===== src/rtl/prf_freelist_pkg.sv =====
// Shared sizing and types for the physical register free list, rename table, RRAT and ROB.
package prf_freelist_pkg;

  localparam int PRF_SIZE = 64;
  localparam int ARF_SIZE = 32;
  localparam int PRF_IDX  = $clog2(PRF_SIZE);

  typedef logic [PRF_IDX-1:0] prf_tag_t;
  typedef logic [PRF_IDX:0]   fl_ptr_t;

  // Tags above the architectural range start out free; the rest of the ring is don't-care.
  function automatic prf_tag_t fl_reset_tag(int unsigned idx);
    return (idx < PRF_SIZE - ARF_SIZE) ? prf_tag_t'(ARF_SIZE + idx) : '0;
  endfunction

endpackage


===== src/rtl/prf_freelist.sv =====
// Circular free list of PRF tags: two allocations from the head, two retirements into the tail,
// and single-cycle rewind of the head to the retired point on flush.
module prf_freelist
  import prf_freelist_pkg::*;
(
  input  logic               clock,
  input  logic               reset,
  input  logic               used_1,
  input  logic               used_2,
  input  logic               retire_valid_1,
  input  logic [PRF_IDX-1:0] retire_old_1,
  input  logic               retire_valid_2,
  input  logic [PRF_IDX-1:0] retire_old_2,
  input  logic               flush,
  output logic [PRF_IDX-1:0] free_reg_1,
  output logic [PRF_IDX-1:0] free_reg_2,
  output logic               free_valid_1,
  output logic               free_valid_2,
  output logic [PRF_IDX:0]   free_count,
  output logic               err_underflow
);

  prf_tag_t fl_q [PRF_SIZE];

  fl_ptr_t  head_q, head_d;
  fl_ptr_t  tail_q, tail_d;
  fl_ptr_t  arch_q, arch_d;
  logic     err_q, err_d;

  fl_ptr_t  count;
  fl_ptr_t  count_d;
  fl_ptr_t  n_alloc;
  fl_ptr_t  n_ret;
  fl_ptr_t  grant;
  logic     over_req;
  prf_tag_t head_idx1;
  prf_tag_t slot2_idx;

  always_comb begin
    count     = tail_q - head_q;
    n_alloc   = fl_ptr_t'(used_1) + fl_ptr_t'(used_2);
    n_ret     = fl_ptr_t'(retire_valid_1) + fl_ptr_t'(retire_valid_2);
    // A flush cycle ignores allocation requests, so it can never underflow.
    over_req  = !flush && (n_alloc > count);
    grant     = flush ? '0 : (over_req ? count : n_alloc);
    tail_d    = tail_q + n_ret;
    arch_d    = arch_q + n_ret;
    head_d    = flush ? arch_d : (head_q + grant);
    err_d     = err_q | over_req;
    count_d   = tail_d - head_d;
    head_idx1 = head_q[PRF_IDX-1:0] + prf_tag_t'(1);
    slot2_idx = tail_q[PRF_IDX-1:0] + prf_tag_t'(retire_valid_1);
  end

  always_ff @(posedge clock or negedge reset) begin
    if (!reset) begin
      head_q <= '0;
      tail_q <= fl_ptr_t'(PRF_SIZE - ARF_SIZE);
      arch_q <= '0;
      err_q  <= 1'b0;
    end else begin
      head_q <= head_d;
      tail_q <= tail_d;
      arch_q <= arch_d;
      err_q  <= err_d;
    end
  end

  always_ff @(posedge clock or negedge reset) begin
    if (!reset) begin
      for (int i = 0; i < PRF_SIZE; i++) begin
        fl_q[i] <= fl_reset_tag(i);
      end
    end else begin
      if (retire_valid_1) begin
        fl_q[tail_q[PRF_IDX-1:0]] <= retire_old_1;
      end
      if (retire_valid_2) begin
        fl_q[slot2_idx] <= retire_old_2;
      end
    end
  end

  assign free_reg_1    = fl_q[head_q[PRF_IDX-1:0]];
  assign free_reg_2    = fl_q[head_idx1];
  assign free_valid_1  = (count != '0);
  assign free_valid_2  = (count > fl_ptr_t'(1));
  assign free_count    = count;
  assign err_underflow = err_q;

  // Legal traffic never returns more tags than the ring can hold.
  a_no_overflow: assert property (@(posedge clock) disable iff (!reset)
    count_d <= fl_ptr_t'(PRF_SIZE))
    else $error("prf_freelist: free count would exceed PRF_SIZE");

endmodule


===== config.mk =====
export PLATFORM = sky130hd
export DESIGN_NAME = prf_freelist
export DESIGN_NICKNAME = d
export VERILOG_FILES = /design/src/rtl/prf_freelist_pkg.sv /design/src/rtl/prf_freelist.sv
export SDC_FILE = /design/constraint.sdc
export NUM_CORES = 1
export LEC_CHECK = 0
export CAP_MARGIN = 5
export CORE_ASPECT_RATIO = 0.9
export CORE_MARGIN = 4
export CORE_UTILIZATION = 55
export DETAILED_ROUTE_END_ITERATION = 6
export PLACE_DENSITY_LB_ADDON = 0.25
export SLEW_MARGIN = 40
export SYNTH_ARGS = -nofsm -noshare
export SYNTH_HDL_FRONTEND = slang
export SYNTH_SLANG_ARGS = --single-unit

===== constraint.sdc =====
create_clock -name clock -period 5.1 [get_ports clock]
set_clock_uncertainty 0.05 [all_clocks]
set_input_delay 1.02 -clock clock [delete_from_list [all_inputs] [get_ports clock]]
set_output_delay 1.02 -clock clock [all_outputs]
set_load 0.005 [all_outputs]

==> flow_summary.json, run 1 <==
{
  "async_flop_share_pct": 100,
  "die_w_um": 242,
  "end_kind": "primary output",
  "utilization_pct": 62.4,
  "critPathMaxStageDelay_ns": 0.53,
  "final-setup-viol-count": 0,
  "drt_pass1_iterations": 5,
  "post-route-min-period_ns": 5.03,
  "overflow": 0,
  "crit_path_cell_trace": "ha_4 > buf_12 > buf_4 > buf_4 > mux4_2 > mux4_2 > o211ai_1 > nand3_1 > clkdlybuf4s50_1",
  "critical_path.slowest_cell": "mux4_2",
  "outcome": "completed",
  "insertion_delay_ns": 0.59,
  "crit_type": "flip-flop to primary output",
  "synth_top_area_cell": "dfrtp_1",
  "coreArea_mm2": 0.0483,
  "synth_top_cell_area_share_pct": 27.0,
  "yosys_warnings": 0,
  "antenna_found_initial": 1,
  "rsz0062_at_grt": "false",
  "cts_made_buffers": 46,
  "syn_avg_cell_area_um2": 12.1,
  "htreeDepth": 2,
  "finalNetCount": 2285,
  "drv_cap": 0,
  "die_y_um": 219,
  "yosysSeqAreaShare_pct": 37.9,
  "antenna_left": 0,
  "clock.fmax_mhz": 199,
  "netlist_instances": 2241,
  "ys_ff_latch": 406,
  "cp_num_buf_inv": 4,
  "ys_top_cells_by_count": "mux2_2, dfrtp_1, mux4_2, mux2i_1, nand2_1",
  "die_area_mm2": 0.0530,
  "finalHoldViolCount": 0,
  "via_count": 20300,
  "cpLargestDelayFamily": "multiplexers",
  "clock-sinks": 406,
  "tns_ns": 0,
  "cts_tree": "done",
  "grt_pass1_wl_um": 130000,
  "synth.area.top_cells": "dfrtp_1, mux4_2, mux2_2",
  "slew_viol_final": 0,
  "drc": 0,
  "synth_edf_count": 0,
  "initialDrtViolationCount": 2779,
  "max_slew_margin_pct": 36.4,
  "cellPowerDensity_mw_per_mm2": 742,
  "synthesis.area_mm2": 0.0272,
  "clock-root-buffer": "clkbuf_16",
  "drt_wl_total_um": 87300,
  "grtUsageTotal_pct": 32.4,
  "ys.flop_type": "dfrtp_1",
  "clk_path_buf_depth": 3,
  "synthToLayoutAreaGrowth_pct": 11.0,
  "vdd_drop_max_uv": 441,
  "grt_pass1_vias": 19700,
  "initial_core_util_pct": 56.2,
  "power_leakage_nw": 12.7,
  "port_buffers": 40,
  "ios": 41,
  "crit_path_max_fanout": 7,
  "gp_congestion": 0.940,
  "synth.distinct_cells": 60,
  "vias_per_cell": 6.99,
  "critical_path.startpoint_type": "flip-flop",
  "ctsHoldBuffers": 0,
  "fillerInstances": 3697,
  "hpwl_um": 57700,
  "fin_crit_sh_pct": 98.7,
  "crit_arrival_ns": 3.96,
  "min_path_type": "input port to asynchronous set/reset pin",
  "std_cell_rows": 76,
  "synth_most_common_cell": "mux2_2",
  "grt_max_degree": 106,
  "path_clk_slew_ns": 0.06,
  "tightest_slew_ns": 0.951,
  "required_ns": 4.03,
  "drive_gt1_share_pct": 43.4,
  "wire_per_inst_um": 30.1
}
## report_power, final
part	switching (W)	internal (W)
logic	0.00608	0.00657
clock network	0.00143	0.00193
registers	0.00133	0.00501
total	0.00884	0.0135
## cell usage in the layout (no fill, tap or decap), types with 8 or more instances in the layout
master	count
mux2_2	403
dfrtp_1	290
mux4_2	234
mux2i_1	182
nand2_1	178
nor2_1	173
a21oi_1	117
dfstp_2	113
buf_4	87
o21ai_0	79
clkbuf_16	50
nand3_1	42
clkdlybuf4s50_1	27
ha_1	22
inv_1	21
xnor2_1	19
nor2_4	16
o22ai_1	14
clkbuf_8	13
nor2b_1	12
nand2b_1	8
and2_1	8
clkinv_2	8
clkbuf_1	8
buf_12	8
## metrics by stage
stage | hold WS (ns) | cell area (um2) | cells | total power, W | worst slack [ns]
floorplan | 0.386 | 27200 | 2244 | 0.0142 | 0.509
global placement | 0.402 | 28200 | 2796 | 0.0179 | 0.502
detailed placement | 0.412 | 28300 | 2798 | 0.0183 | 0.346
CTS | 0.281 | 29900 | 2884 | 0.0218 | -0.0132
global route | 0.304 | 30100 | 2900 | 0.0233 | 0.00559
finish | 0.284 | 30200 | 2902 | 0.0224 | 0.0663
## layout make-up
class	instances	area, um2	share of cell area (%)
timing repair buffer	143	1460	4.83
antenna	2	5.00	0.0166
tap	624	781	2.59
clock buffer	68	1390	4.59
multi-input combinational	1619	16000	53.1
sequential	406	10300	34.2
clock inverter	17	130	0.432
inverter	23	86.3	0.286
## worst paths after layout
| kind | slack, ns | endpoint | start | cells past startpoint |
|---|---|---|---|---|
| worst max register to register | 0.60 | head_q[6]$_DFF_PN0_ | tail_q[0]$_DFF_PN0_ | 18 |
| max in group asynchronous | 3.52 | fl_q[46]$_DFF_PN0_ | reset | 3 |
| worst min register to register | 0.42 | arch_q[6]$_DFF_PN0_ | arch_q[6]$_DFF_PN0_ | 1 |
| worst max-delay path | 0.07 | free_reg_2[1] | head_q[1]$_DFF_PN0_ | 9 |
| worst min-delay path | 0.28 | err_underflow$_DFF_PN0_ | reset | 1 |
| min in group clock | 0.42 | arch_q[6]$_DFF_PN0_ | arch_q[6]$_DFF_PN0_ | 1 |
## logic make-up after synthesis
family                     Yosys count  share of synthesized area (%)
muxes                              826                           43.1
and+or+nand+nor                    482                           8.03
DFF                                406                           37.9
AOI/OAI and AO/OA                  250                           5.09
buffers and inverters              219                           3.41
xor gates and xnor gates            30                           1.04
adders and majority gates           27                           1.35
other                                1                         0.0138
## flip-flops by register name, summed over array words and instances (netlist names)
signal,flops
head_q,7
tail_q,7
fl_q,384
err_underflow,1
arch_q,7
## layer usage
metal	vias up	track usage, %	wire (um)
li1	8330	-	-
met1	10300	45.3	33800
met2	1339	49.1	38500
met3	282	7.71	10300
met4	0	14.1	4620
met5	-	0	0
## what timing repair did
item                                    CTS  global route
endpoints found under the setup margin    1            13
pin swaps                                 0             4
gates resized for setup                   1             5
gates cloned                              1             3
buffers inserted                          0            11
(Power assumes the default switching activity.)
==> run 2, diff against run 1 <==
--- a/config.mk
+++ b/config.mk
@@ -10,7 +10,7 @@
 export CORE_MARGIN = 4
 export CORE_UTILIZATION = 55
 export DETAILED_ROUTE_END_ITERATION = 6
-export PLACE_DENSITY_LB_ADDON = 0.25
+export PLACE_DENSITY = 0.68
 export SLEW_MARGIN = 40
 export SYNTH_ARGS = -nofsm -noshare
 export SYNTH_HDL_FRONTEND = slang
==> run 2 against run 1 <==
The run now ends with design-rule violations, negative setup slack left. Non-clock buffer count is 24 lower. Sequential power is 1% higher. Largest power group unchanged. Register-to-register slack better by 0.07 ns. Critical path depth is 2 lower. Critical path type unchanged. Hold slack better by 0.0088 ns. Sequential share of layout area is 0.24 points higher. Final cell count is 0.90% lower. Critical endpoint unchanged. Global-route usage is 0.72 points higher.
==> flow_summary.json, run 2 (synthesis gave the netlist of run 1 again) <==
{
  "drc": 9,
  "power_leakage_nw": 12.6,
  "final_cell_mix": "mux2_2, dfrtp_1, mux4_2, mux2i_1, nand2_1",
  "clk_path_buf_depth": 3,
  "port_buffers": 40,
  "crit_path_max_fanout": 11,
  "antennaDiodeCount": 0,
  "die_y_um": 219,
  "gp_congestion": 0.999,
  "dpl-instance-area_mm2": 0.0282,
  "coreArea_mm2": 0.0483,
  "outcome": "complete, but fails checks",
  "insertion_delay_ns": 0.60,
  "required_ns": 4.03,
  "tightest_slew_ns": 0.888,
  "clock-sinks": 406,
  "vdd_drop_max_uv": 490,
  "final-setup-viol-count": 1,
  "critical_path.startpoint_type": "flip-flop",
  "end_kind": "primary output",
  "drive_gt1_share_pct": 42.7,
  "fin_crit_sh_pct": 101,
  "cts_tree": "done",
  "std_cell_rows": 76,
  "drv_cap": 0,
  "post-route-min-period_ns": 5.16,
  "finalHoldViolCount": 0,
  "overflow": 0,
  "crit_type": "flip-flop to primary output",
  "initialDrtViolationCount": 2428,
  "hpwl_um": 60500,
  "mostFrequentLayoutCell": "mux2_2",
  "grt_max_degree": 121,
  "drt_pass1_iterations": 7,
  "min_path_type": "input port to asynchronous set/reset pin",
  "final_cells": 2876,
  "crit_arrival_ns": 4.09,
  "die_w_um": 242,
  "largest_register_ffs": 384,
  "grt_pass1_wl_um": 132000,
  "via_count": 20200,
  "max_slew_margin_pct": 40.6,
  "dpl.cell_count": 2786,
  "antenna_left": 0,
  "drt_wl_total_um": 88600,
  "setup_ws_ns": -0.0552,
  "r2r-start": "tail_q[0]$_DFF_PN0_",
  "clock-root-buffer": "clkbuf_16",
  "whs_ns": 0.293,
  "htreeDepth": 2,
  "cp-startpoint": "head_q[0]$_DFF_PN0_",
  "initial_core_util_pct": 56.2,
  "die_area_mm2": 0.0530,
  "cellPowerDensity_mw_per_mm2": 751,
  "antenna_found_initial": 2,
  "clock.fmax_mhz": 194,
  "synthToLayoutAreaGrowth_pct": 10.3,
  "path_clk_slew_ns": 0.07,
  "r2r_setup_slack_ns": 0.67,
  "slew_viol_final": 0,
  "regMostFlops": "fl_q",
  "ctsHoldBuffers": 0,
  "fin_area_mm2": 0.0299,
  "grt_pass1_vias": 19700,
  "violations": "design-rule violations, negative setup slack",
  "ios": 41,
  "wire_per_inst_um": 30.8,
  "grtUsageTotal_pct": 33.2,
  "finalNetCount": 2262,
  "vias_per_cell": 7.02,
  "cts_made_buffers": 47
}
==> run 2: cell types whose count changed in the layout (fill, tap and decap cells not counted), moves of 3 or more <==
| cell | before | now |
|---|---|---|
| clkinvlp_4 | 4 | 0 |
| bufinv_16 | 1 | 5 |
| clkbuf_8 | 13 | 10 |
| buf_4 | 87 | 69 |
| buf_16 | 7 | 4 |
==> run 2: area by class of cell <==
| class | instances | area, um2 |
|---|---|---|
| fillers | 3739 | 18400 |
| clock buffers | 65 | 1370 |
| clock inverters | 20 | 240 |
| inverters | 23 | 86.3 |
| flip-flops and latches | 406 | 10300 |
| repair buffers | 119 | 1170 |
| multi-input cells | 1619 | 16000 |
| well taps | 624 | 781 |
==> run 2: per-stage QoR <==
step                      total power (W)  TNS, ns  worst slack, ns  util (%)
after detailed placement           0.0184        0            0.595      58.3
after floorplan                    0.0142        0            0.509         -
after CTS                          0.0220        0          0.00837      61.7
after global routing               0.0234  -0.0374          -0.0374      62.0
after global placement             0.0180        0            0.628      58.2
final                              0.0225  -0.0552          -0.0552      62.0
==> run 2: routing by layer <==
layer  vias up  share of wire [%]  track usage (%)
met5         -              0.014                0
met4         2                5.1             14.2
met3       251                 11             7.82
met2      1287                 45             50.2
met1     10400                 40             46.4
li1       8288                  -                -
==> run 2: timing repair <==
action | 4_1_cts | 5_1_grt
endpoints found under the setup margin | 0 | 13
gates resized for setup | 0 | 6
buffers inserted | 0 | 1
==> run 2: power breakdown <==
group          internal [W]  switching, W
sequential          0.00501       0.00143
combinational       0.00645       0.00603
clock               0.00212       0.00145
==> run 2: final timing paths <==
path,end,depth (start not counted)
min reg2reg,arch_q[6]$_DFF_PN0_,1
min in group clock,arch_q[6]$_DFF_PN0_,1
max in group asynchronous,fl_q[152]$_DFF_PN0_,2
max,free_reg_2[1],7
max reg2reg,head_q[6]$_DFF_PN0_,18
min,fl_q[325]$_DFF_PN0_,1
==> run 2: worst max-delay path, stage by stage, from the launching register on <==
cell and delay (ns):
dfrtp_4 0.57, ha_4 0.41, buf_16 0.21, mux4_2 0.55, mux4_2 0.55, o211ai_1 0.45, nand3_1 0.22, clkdlybuf4s50_1 0.51
